<file path="config.mk">
export PLATFORM = sky130hd
export DESIGN_NAME = sad_trigger_qualifier
export DESIGN_NICKNAME = d
export VERILOG_FILES = /design/src/rtl/sad_pkg.sv /design/src/rtl/sad_trigger_qualifier.sv
export SDC_FILE = /design/constraint.sdc
export NUM_CORES = 1
export LEC_CHECK = 0
export CORE_AREA = 2 2 94 96
export DETAILED_ROUTE_END_ITERATION = 10
export DIE_AREA = 0 0 96 98
export GPL_TIMING_DRIVEN = 1
export PLACE_DENSITY = 0.92
export SLEW_MARGIN = 10
export SYNTH_ARGS = -nofsm -noshare
export SYNTH_HDL_FRONTEND = slang
export SYNTH_SLANG_ARGS = --single-unit
</file>
<file path="constraint.sdc">
create_clock -name clk_adc -period 6.2 [get_ports clk_adc]
set_input_delay 0.62 -clock clk_adc [delete_from_list [all_inputs] [get_ports clk_adc]]
set_output_delay 0.62 -clock clk_adc [all_outputs]
set_load 0.03 [all_outputs]
</file>
<file path="src/rtl/sad_pkg.sv">
// Shared definitions for the SAD trigger path: default widths, FSM state
// encoding and the pulse-width helper used by the trigger qualifier.
package sad_pkg;

  localparam int unsigned SAD_WIDTH_DEF     = 20;
  localparam int unsigned HOLDOFF_WIDTH_DEF = 16;
  localparam int unsigned CNT_WIDTH_DEF     = 8;

  typedef enum logic [2:0] {
    ST_IDLE    = 3'd0,
    ST_ARMED   = 3'd1,
    ST_FIRE    = 3'd2,
    ST_HOLDOFF = 3'd3,
    ST_DONE    = 3'd4
  } sad_state_e;

  // A programmed width of zero still produces a one-cycle pulse.
  function automatic logic [7:0] eff_width(input logic [7:0] width);
    eff_width = (width == 8'd0) ? 8'd1 : width;
  endfunction

endpackage

</file>
<file path="src/rtl/sad_trigger_qualifier.sv">
// Qualifies SAD match pulses into a registered capture trigger with pulse
// width, holdoff, single/multi-shot modes and saturating status counters.
module sad_trigger_qualifier
  import sad_pkg::*;
#(
  parameter int unsigned pSAD_WIDTH     = SAD_WIDTH_DEF,
  parameter int unsigned pHOLDOFF_WIDTH = HOLDOFF_WIDTH_DEF,
  parameter int unsigned pCNT_WIDTH     = CNT_WIDTH_DEF
) (
  input  logic                      clk_adc,
  input  logic                      reset_n,
  input  logic                      armed_and_ready,
  input  logic                      match,
  input  logic [pSAD_WIDTH-1:0]     sad_score,
  input  logic                      multiple_triggers,
  input  logic [pHOLDOFF_WIDTH-1:0] holdoff,
  input  logic [7:0]                trigger_width,
  input  logic                      clear_status,
  output logic                      trigger,
  output logic                      triggered,
  output logic [pCNT_WIDTH-1:0]     num_triggers,
  output logic [pCNT_WIDTH-1:0]     ignored_matches,
  output logic [pSAD_WIDTH-1:0]     last_score
);

  localparam logic [pCNT_WIDTH-1:0]     CNT_ONE  = {{(pCNT_WIDTH-1){1'b0}}, 1'b1};
  localparam logic [pCNT_WIDTH-1:0]     CNT_MAX  = {pCNT_WIDTH{1'b1}};
  localparam logic [pHOLDOFF_WIDTH-1:0] HOLD_ONE = {{(pHOLDOFF_WIDTH-1){1'b0}}, 1'b1};
  localparam logic [pHOLDOFF_WIDTH-1:0] HOLD_ZERO = {pHOLDOFF_WIDTH{1'b0}};

  sad_state_e                state_q, state_d;
  logic                      arm_prev_q;
  logic [7:0]                fire_cnt_q, fire_cnt_d;
  logic [pHOLDOFF_WIDTH-1:0] hold_cnt_q, hold_cnt_d;
  logic [pHOLDOFF_WIDTH-1:0] cfg_hold_q, cfg_hold_d;
  logic                      cfg_multi_q, cfg_multi_d;
  logic                      trigger_q, trigger_d;
  logic                      triggered_q, triggered_d;
  logic [pCNT_WIDTH-1:0]     num_q, num_d;
  logic [pCNT_WIDTH-1:0]     ign_q, ign_d;
  logic [pSAD_WIDTH-1:0]     last_q, last_d;

  logic                      accept_s;
  logic                      ignore_s;
  logic                      arm_rise_s;
  logic                      clr_s;
  logic [pCNT_WIDTH-1:0]     num_inc_s;
  logic [pCNT_WIDTH-1:0]     ign_inc_s;

  assign arm_rise_s = armed_and_ready & ~arm_prev_q;

  always_comb begin
    state_d     = state_q;
    fire_cnt_d  = fire_cnt_q;
    hold_cnt_d  = hold_cnt_q;
    cfg_hold_d  = cfg_hold_q;
    cfg_multi_d = cfg_multi_q;
    accept_s    = 1'b0;
    ignore_s    = 1'b0;

    // Matches outside ARMED are counted as dropped even while disarming.
    if ((state_q == ST_FIRE) || (state_q == ST_HOLDOFF) || (state_q == ST_DONE)) begin
      ignore_s = match;
    end else begin
      ignore_s = 1'b0;
    end

    if (!armed_and_ready) begin
      state_d = ST_IDLE;
    end else begin
      case (state_q)
        ST_IDLE: begin
          state_d = ST_ARMED;
        end
        ST_ARMED: begin
          if (match) begin
            state_d     = ST_FIRE;
            accept_s    = 1'b1;
            fire_cnt_d  = eff_width(trigger_width) - 8'd1;
            cfg_hold_d  = holdoff;
            cfg_multi_d = multiple_triggers;
          end else begin
            state_d = ST_ARMED;
          end
        end
        ST_FIRE: begin
          if (fire_cnt_q == 8'd0) begin
            if (cfg_hold_q != HOLD_ZERO) begin
              state_d    = ST_HOLDOFF;
              hold_cnt_d = cfg_hold_q - HOLD_ONE;
            end else if (cfg_multi_q) begin
              state_d = ST_ARMED;
            end else begin
              state_d = ST_DONE;
            end
          end else begin
            fire_cnt_d = fire_cnt_q - 8'd1;
          end
        end
        ST_HOLDOFF: begin
          if (hold_cnt_q == HOLD_ZERO) begin
            state_d = cfg_multi_q ? ST_ARMED : ST_DONE;
          end else begin
            hold_cnt_d = hold_cnt_q - HOLD_ONE;
          end
        end
        ST_DONE: begin
          state_d = ST_DONE;
        end
        default: begin
          state_d = ST_IDLE;
        end
      endcase
    end

    trigger_d = (state_d == ST_FIRE);
  end

  // An accepted match takes priority over any clear in the same cycle.
  always_comb begin
    clr_s       = clear_status | arm_rise_s;
    num_inc_s   = (num_q == CNT_MAX) ? num_q : (num_q + CNT_ONE);
    ign_inc_s   = (ign_q == CNT_MAX) ? ign_q : (ign_q + CNT_ONE);
    triggered_d = triggered_q;
    num_d       = num_q;
    ign_d       = ign_q;
    last_d      = last_q;

    if (accept_s) begin
      triggered_d = 1'b1;
      num_d       = clr_s ? CNT_ONE : num_inc_s;
      last_d      = sad_score;
    end else if (clr_s) begin
      triggered_d = 1'b0;
      num_d       = {pCNT_WIDTH{1'b0}};
    end else begin
      triggered_d = triggered_q;
    end

    if (ignore_s) begin
      ign_d = clr_s ? CNT_ONE : ign_inc_s;
    end else if (clr_s) begin
      ign_d = {pCNT_WIDTH{1'b0}};
    end else begin
      ign_d = ign_q;
    end
  end

  always_ff @(posedge clk_adc or negedge reset_n) begin
    if (!reset_n) begin
      state_q     <= ST_IDLE;
      arm_prev_q  <= 1'b0;
      fire_cnt_q  <= 8'd0;
      hold_cnt_q  <= HOLD_ZERO;
      cfg_hold_q  <= HOLD_ZERO;
      cfg_multi_q <= 1'b0;
      trigger_q   <= 1'b0;
      triggered_q <= 1'b0;
      num_q       <= {pCNT_WIDTH{1'b0}};
      ign_q       <= {pCNT_WIDTH{1'b0}};
      last_q      <= {pSAD_WIDTH{1'b0}};
    end else begin
      state_q     <= state_d;
      arm_prev_q  <= armed_and_ready;
      fire_cnt_q  <= fire_cnt_d;
      hold_cnt_q  <= hold_cnt_d;
      cfg_hold_q  <= cfg_hold_d;
      cfg_multi_q <= cfg_multi_d;
      trigger_q   <= trigger_d;
      triggered_q <= triggered_d;
      num_q       <= num_d;
      ign_q       <= ign_d;
      last_q      <= last_d;
    end
  end

  assign trigger         = trigger_q;
  assign triggered       = triggered_q;
  assign num_triggers    = num_q;
  assign ignored_matches = ign_q;
  assign last_score      = last_q;

endmodule

</file>
== Word-level counts from Yosys, hierarchy flattened ==
Index checks and enable logic that the tools add are counted.

* $add $sub $neg: 6
* $mul: 0
* Divide/modulo/power cells: 0
* Order comparisons: 0
* Equality and inequality tests: 14
* Shift operators: 0
* Muxes and demuxes: 28
* Bitwise gates (word level): 3
* Reduce and logical (&&, ||, !) cells: 16

{| class="wikitable"
|+ Operators by type and width
! cell !! count
|-
| 8-bit two-way mux || 10
|-
| 16-bit two-way mux || 3
|-
| 16-bit case mux with 2 select lines || 1
|-
| 16-bit by 1-bit subtractor with 16-bit output (second input constant) || 2
|-
| 8-bit by 1-bit adder with 8-bit output (second input constant) || 2
|-
| 8-bit equality test (second input constant) || 2
|-
| 16-bit logical NOT || 1
|-
| 8-bit logical NOT || 2
|-
| 8-bit case mux with 2 select lines || 1
|-
| 16-bit nonzero test || 1
|-
| 8-bit by 1-bit subtractor with 8-bit output (second input constant) || 2
|-
| 3-bit two-way mux || 5
|-
| 3-bit case mux with 5 select lines || 1
|-
| 2-bit inequality test (second input constant) || 5
|-
| 3-bit by 2-bit equality test with 1-bit output (second input constant) || 3
|-
| 2-bit nonzero test || 4
|-
| 1-bit two-way mux || 6
|-
| 5-bit AND reduction || 1
|-
| 2-bit by 1-bit inequality test with 1-bit output (second input constant) || 2
|-
| 2-bit AND reduction || 2
|-
| 4-bit AND reduction || 1
|-
| 3-bit by 1-bit equality test with 1-bit output (second input constant) || 1
|-
| 3-bit equality test (second input constant) || 1
|-
| 3-bit logical NOT || 1
|-
| other kinds (6) || 7
|}

* Register bits after elaboration: 83
* Latch bits: 0
* Memory bits (writable): 0
* Memory bits (read-only): 0
* Input port bits: 50
* Output and inout port bits: 38
* Logic and storage cells: 78
* Memories: 0

== Logic depth before layout (Yosys ltp) ==
Gate-level depths: netlist (run 1).

* Depth in word-level cells: 6
* Gate-level depth with buffers: 10

== Least setup slack after synthesis (run 1) ==
No wires, ideal clock.

* Path type: register to register
* From: reg fire_cnt_q[6]
* To: reg fire_cnt_q[2]
* Arrival time: 2.120 ns
* Data required time: 6.072 ns
* Slack: 3.952 ns
* Cell stages (with the launch flop): 8
* Period minus slack after synthesis: 2.248 ns
* Cells stage by stage: dfrtp_1 or4_1 or3_1 o41ai_2 or3_4 inv_2 o221ai_1 nand3_1

* Cells in the longest elaborated chain, start to end: 3

{| class="wikitable"
|+ RTL lines
! item !! RTL line !! source
|-
| start, declared || sad_trigger_qualifier.sv:33 || <nowiki>logic [7:0] fire_cnt_q, fire_cnt_d;</nowiki>
|-
| start signal, assigned || sad_trigger_qualifier.sv:165 || <nowiki>fire_cnt_q <= fire_cnt_d;</nowiki>
|-
| 8-bit logical NOT || sad_trigger_qualifier.sv:87 || <nowiki>if (fire_cnt_q == 8'd0) begin</nowiki>
|-
| 2-bit inequality test (no line) || n/a ||
|-
| 4-bit AND reduction (no line) || n/a ||
|}

Every way passes these cells.
A chain may end at the register's enable or synchronous reset.

== Final worst setup path (run 1) ==
* From: reg state_q[1]
* To: reg hold_cnt_q[2]

* Cells in the longest elaborated chain, start to end: 3
* Elaborated cells between the ends (all ways): 8
* Those cells by class: eq/ne: 5; mux: 1; reduce/logical: 2

{| class="wikitable"
|+ RTL lines
! item !! RTL line !! source
|-
| start, declared || sad_trigger_qualifier.sv:31 || <nowiki>sad_state_e state_q, state_d;</nowiki>
|-
| start signal, assigned || sad_trigger_qualifier.sv:163 || <nowiki>state_q <= state_d;</nowiki>
|-
| 3-bit by 2-bit equality test with 1-bit output || sad_trigger_qualifier.sv:71 || <nowiki>case (state_q)</nowiki>
|-
| 2-bit inequality test (no line) (tied with other cells) || n/a ||
|-
| 5-bit AND reduction (no line) || n/a ||
|-
| end signal, assigned || sad_trigger_qualifier.sv:166 || <nowiki>hold_cnt_q <= hold_cnt_d;</nowiki>
|-
| end, declared || sad_trigger_qualifier.sv:34 || <nowiki>logic [pHOLDOFF_WIDTH-1:0] hold_cnt_q, hold_cnt_d;</nowiki>
|}

Several ways; a longest one is shown, not always the timed one.

==> impl_metrics.tcl, run 1 <==
set metrics [dict create \
    post_dp_cell_area_um2 5490 \
    netSwitchingFraction_pct 38.3 \
    reg2reg_depth 5 \
    synthArstFlopShare_pct 100 \
    required_ns 6.44 \
    io_pins 88 \
    yosysUniqueCellTypes 59 \
    drive_above_1_share_pct 12.6 \
    drt_iter0_drc 455 \
    post_cts_resized 0 \
    synth_top_family_by_area "simple AND/OR/NAND/NOR gates" \
    synth_compound_area_share_pct 14.1 \
    max_freq_ghz 0.302 \
    tns_ns 0 \
    synthMuxAreaShare_pct 13.4 \
    start_util_pct 53.8 \
    synthCells 463 \
    postRouteAntennaNets 0 \
    reg2reg_slack_ns 2.89 \
    whs_ns 0.432 \
    switching_power_mw 0.759 \
    drt_pass1_iterations 5 \
    setup_slack_ns 2.89 \
    synth_edf_count 0 \
    final_max_slew_viol_count 0 \
    final_nets 596 \
    critPathArrivalTime_ns 3.55 \
    crit_type "flip-flop to flip-flop" \
    holdBufCountCts 0 \
    ys_seq_area_share_pct 45.6 \
    yosys.area_share.simple_pct 20.6 \
    r2r_start "state_q[1]" \
    postCtsSetupBuffers 0 \
    synth.cell_area_um2 4560 \
    area_growth_syn_to_layout_pct 24.8 \
    power_frac_seq_pct 46.1 \
    antenna_found_initial 0 \
    power_density_nw_per_um2 348 \
    worstMarginPinSlew_ns 1.02 \
    report.final.setup_viol 0 \
    syn_area_per_cell_um2 9.84 \
    die_h_um 98 \
    final_util_pct 67.2 \
    cts_buffer_depth 2 \
    globalplace.congestion 0.862 \
    grt_pass1_wl_um 18700 \
    min_period_ns 3.31 \
    rsz0062_at_grt "false" \
    vdd_drop_max_v 0.000243 \
    post-layout-total-power_mw 1.98 \
    crit_path_end "hold_cnt_q[2]" \
    slew-limit-headroom_pct 31.8 \
    leakage_nw 2.25 \
    power_frac_clock_pct 20.2 \
    wirelength_um 11300 \
    routed-via-count 4054 \
    hp-class "input pin to async pin" \
    grt_util_all_layers_pct 24.9 \
    yosysTopAreaCellShare_pct 45.6 \
    grt_pass1_vias 4050 \
    synthTopCellsByArea "dfrtp_1 (46%), mux2_2 (9.9%), nor2_1 (4.9%)" \
    post-place-ws_ns 2.99 \
    synth-seq-cells 83 \
    cts_sinks 83 \
    grt_remaining_overflow 0 \
    status "finished clean" \
    cts_root_buf "clkbuf_8" \
    rows 34 \
    cts-htree-levels 3 \
    cp_max_fo 19 \
    synth_fa_ha_area_share_pct 1.10 \
    grt_max_degree 84 \
    fp.dieW_um 96 \
    synth_nets 517 \
    yosysWarnings 0 \
    drv_cap 0 \
    stdcell_count 655 \
    viasPerCell 6.19 \
    dieArea_um2 9410 \
    final_area_um2 5690 \
    clk-insertion-delay-late_ns 0.36 \
    cts_buffers 9 \
    cts_tree "yes" \
    combPwrFrac_pct 33.7 \
    wire_per_inst_um 17.2 \
    design.core.area_um2 8470 \
    place_hpwl_um 7710 \
    cp-end-kind "flip-flop" \
    synthXorXnorAreaFrac_pct 2.69 \
    fin_crit_sh_pct 53.4 \
    numPortBuffers 87 \
    synth_top_area_cell "dfrtp_1" \
    n_antenna_cell 0 \
    clock_skew_ns 0.00755 \
    ys.flop_type "dfrtp_1" \
    clk_pin_slew_worst_paths_ns 0.09 \
    startpoint_type "flip-flop" \
    drc 0 \
    cp-startpoint "state_q[1]" \
    finalHoldViolCount 0 \
    p_int_mw 1.22 \
    placed_cells 639 \
    r2r_end "hold_cnt_q[2]" \
]
[synth_stat cells, types with 5 or more instances]
library cell	number
a211oi_1	8
a21oi_1	29
and2_1	5
and3_1	6
buf_2	7
clkbuf_1	11
dfrtp_1	83
inv_1	5
mux2_2	40
mux2i_1	16
nand2_1	26
nand2b_1	7
nand3_1	10
nand3b_1	6
nand4_1	6
nor2_1	59
nor3_1	33
nor4_1	6
o21ai_0	18
xor2_1	11
[how the worst min path moves through the flow]
stage                                to  cells after the start  startpoint  slack (ns)
after floorplan              arm_prev_q                      0     reset_n        0.32
after global placement        triggered                      1   triggered        0.48
after detailed placement      triggered                      1   triggered        0.48
after CTS                 fire_cnt_q[4]                      1     reset_n        0.48
after global routing          triggered                      1   triggered        0.52
final                     hold_cnt_q[8]                      1     reset_n        0.43
[cell usage in the layout (no fill, tap or decap), types with 3 or more instances in the layout]
cell and count:
clkdlybuf4s50_1 86, dfrtp_1 83, nor2_1 59, mux2_2 40, nor3_1 33, a21oi_1 29, nand2_1 26, o21ai_0 18
mux2i_1 16, xor2_1 11, nand3_1 10, clkbuf_8 9, a211oi_1 8, nand2b_1 7, nand3b_1 6, nor4_1 6
nand4_1 6, and3_1 6, inv_1 5, and2_1 5, or4_1 4, o21a_1 4, o221ai_1 4, ha_1 4
or3_1 3, a31oi_1 3, nor3b_1 3, o211ai_1 3, xnor2_1 3, a2111oi_0 3, clkinvlp_4 3, buf_4 3
[worst max-delay path, stage by stage, from the launching register on]
cell       delay, ns
dfrtp_1         0.58
nor3b_2         0.72
o2111ai_2       0.61
nand2_1         0.71
o21ai_0         0.22
a221oi_1        0.35
[logic make-up (layout without fill, tap and decap cells)]
logic type / count (synthesis) / count (layout)
AND/OR/NAND/NOR: 184 / 184
AO/OA/AOI/OAI: 95 / 95
flip-flops: 83 / 83
multiplexers: 56 / 56
buffers and inverters: 27 / 111
XOR/XNOR: 14 / 14
adder cells (fa/ha/maj): 4 / 4
[area by class of cell]
type	instances	area, um^2
clock buffer	9	124
clock inverter	7	75.1
fill	602	2780
inverter	6	22.5
multi-input combinational	353	2370
sequential	83	2080
tap	108	135
timing repair buffer	89	883
[power by group through the flow]
stage | Combinational (mW) | Clock, mW | Sequential, mW
6_report | 0.668 | 0.399 | 0.913
4_1_cts | 0.668 | 0.406 | 0.907
3_5_place_dp | 0.666 | 0 | 0.915
2_1_floorplan | 0.349 | 0 | 0.965
3_3_place_gp | 0.641 | 0 | 0.900
5_1_grt | 0.727 | 0.428 | 0.940
[registers in the layout, indices dropped and copies added (netlist names)]
| signal | flops |
|---|---|
| fire_cnt_q | 8 |
| cfg_hold_q | 16 |
| num_triggers | 8 |
| ignored_matches | 8 |
| state_q | 3 |
| hold_cnt_q | 16 |
| cfg_multi_q | 1 |
| triggered | 1 |
| last_score | 20 |
| trigger | 1 |
| arm_prev_q | 1 |
[layer usage]
layer	global-route usage, %	vias to the layer above	routed length [um]
met1	31.4	1965	4530
met5	0	-	0
li1	-	1864	-
met3	7.72	19	1000
met2	40.2	206	5560
met4	8.57	0	192
(Power assumes the default switching activity.)
==> inputs of run 2 (changes only) <==
CORE_AREA = 2 2 97 99   (was 2 2 94 96)
DIE_AREA = 0 0 99 101   (was 0 0 96 98)
PLACE_DENSITY = 0.88   (was 0.92)
clock period = 3.4 ns   (was 6.2 ns; I/O delays follow)
==> run 2 against run 1 <==
Largest cell class unchanged. Register-to-register slack lost 2.3 ns. Design area grew 0.20%. Global-route usage shrank 2.2 points. Critical path type unchanged. First-iteration DRC count shrank 27%. Clock power grew 64%. Wire length shrank 1.7%. Final cell count grew 1.1%. Total power grew 79%.
==> impl_metrics.tcl, run 2 (same netlist as run 1, synthesis figures left out) <==
set metrics [dict create \
    status "finished clean" \
    grt_max_degree 84 \
    grt_remaining_overflow 0 \
    fin_crit_sh_pct 82.7 \
    io_pins 88 \
    critPathArrivalTime_ns 3.07 \
    drt_iter0_drc 334 \
    cts_buffer_depth 2 \
    reg2reg_depth 6 \
    cts_root_buf "clkbuf_8" \
    rows 35 \
    cp_max_fo 12 \
    final_max_slew_viol_count 0 \
    power_density_nw_per_um2 622 \
    worstMarginPinSlew_ns 1.03 \
    min_period_ns 2.81 \
    holdBufCountCts 0 \
    globalplace.congestion 0.870 \
    cts_buffers 9 \
    postCtsSetupBuffers 0 \
    antenna_found_initial 0 \
    drv_cap 0 \
    startpoint_type "flip-flop" \
    clock_skew_ns 0.0133 \
    die_h_um 101 \
    combPwrFrac_pct 34.5 \
    grt_util_all_layers_pct 22.7 \
    viasPerCell 6.00 \
    drt_pass1_iterations 7 \
    design.core.area_um2 8980 \
    wirelength_um 11100 \
    finalHoldViolCount 0 \
    netSwitchingFraction_pct 39.1 \
    vdd_drop_max_v 0.000399 \
    max_freq_ghz 0.356 \
    tns_ns 0 \
    slew-limit-headroom_pct 31.6 \
    postRouteAntennaNets 0 \
    fp.dieW_um 99 \
    leakage_nw 2.25 \
    report.final.setup_viol 0 \
    power_frac_clock_pct 18.5 \
    p_int_mw 2.16 \
    wire_per_inst_um 16.8 \
    cp-end-kind "flip-flop" \
    rsz0062_at_grt "false" \
    start_util_pct 50.8 \
    final_common_cell "clkdlybuf4s50_1" \
    post_cts_resized 0 \
    layout_common_cells "clkdlybuf4s50_1 (86), dfrtp_1 (83), nor2_1 (59), mux2_2 (40), nor3_1 (33)" \
    final_nets 600 \
    n_antenna_cell 0 \
    clk-insertion-delay-late_ns 0.36 \
    cts_tree "yes" \
    drc 0 \
    area_growth_syn_to_layout_pct 25.1 \
    cts-htree-levels 3 \
    grt_pass1_wl_um 18400 \
    place_hpwl_um 7920 \
    fillers 668 \
    hp-class "input pin to async pin" \
    largest_reg_flops 20 \
    required_ns 3.65 \
    grt_pass1_vias 3897 \
    numPortBuffers 87 \
    clk_pin_slew_worst_paths_ns 0.09 \
    switching_power_mw 1.39 \
    crit_type "flip-flop to flip-flop" \
    power_frac_seq_pct 47.0 \
    drive_above_1_share_pct 13.1 \
    dieArea_um2 10000 \
    post-layout-total-power_mw 3.55 \
    cts_sinks 83 \
    routed-via-count 3971 \
]
==> run 2: cell count changes in the layout (fill, tap and decap cells not counted) <==
cell	previous run	this run
bufinv_16	1	0
clkbuf_1	0	1
clkinv_4	0	1
clkinv_2	1	0
buf_4	3	7
==> run 2: worst max-delay path, cell delays in order (launching register included) <==
cell and delay (ns):
dfrtp_1 0.53, nor3b_2 0.71, o2111ai_2 0.43, nand2_1 0.36, buf_4 0.25, o21ai_0 0.13, a221oi_1 0.30
==> run 2: stage by stage <==
stage / instances / instance area (um^2) / hold slack, ns / utilization, % / worst slack [ns]
after CTS: 662 / 5700 / 0.209 / 63.5 / 0.647
after global placement: 646 / 5520 / 0.489 / 61.5 / 0.772
final: 662 / 5700 / 0.146 / 63.5 / 0.588
after global routing: 662 / 5700 / 0.261 / 63.5 / 0.404
after floorplan: 463 / 4560 / 0.0444 / - / 1.15
after detailed placement: 646 / 5520 / 0.490 / 61.5 / 0.633
==> run 2: path summary, 6_finish.rpt <==
path | slack [ns] | to | startpoint
max | 0.59 | hold_cnt_q[2] | state_q[1]
min | 0.15 | fire_cnt_q[0] | reset_n
max reg2reg | 0.59 | hold_cnt_q[2] | state_q[1]
min reg2reg | 0.51 | triggered | triggered
max in group asynchronous | 2.58 | num_triggers[7] | reset_n
min in group clk_adc | 0.51 | triggered | triggered
==> run 2: cell type report <==
| type | count | area (um^2) | area share [%] |
|---|---|---|---|
| Inverter | 6 | 22.5 | 0.395 |
| Sequential cell | 83 | 2080 | 36.4 |
| Clock buffer | 10 | 128 | 2.24 |
| Multi-Input combinational cell | 353 | 2370 | 41.6 |
| Clock inverter | 6 | 48.8 | 0.856 |
| Tap cell | 111 | 139 | 2.44 |
| Timing Repair Buffer | 93 | 913 | 16.0 |
==> run 2: power groups by stage <==
stage	clock network [mW]	logic [mW]	registers, mW
final	0.656	1.22	1.67
after global routing	0.705	1.33	1.72
after CTS	0.665	1.23	1.66
after detailed placement	0	1.22	1.67
after global placement	0	1.18	1.65
after floorplan	0	0.636	1.76
==> run 2: metal layers <==
layer,wire [um],vias up,global-route usage (%)
met3,858,21,5.20
li1,-,1865,-
met5,0,-,0
met1,4590,1899,28.2
met4,206,0,9.06
met2,5440,186,38.4
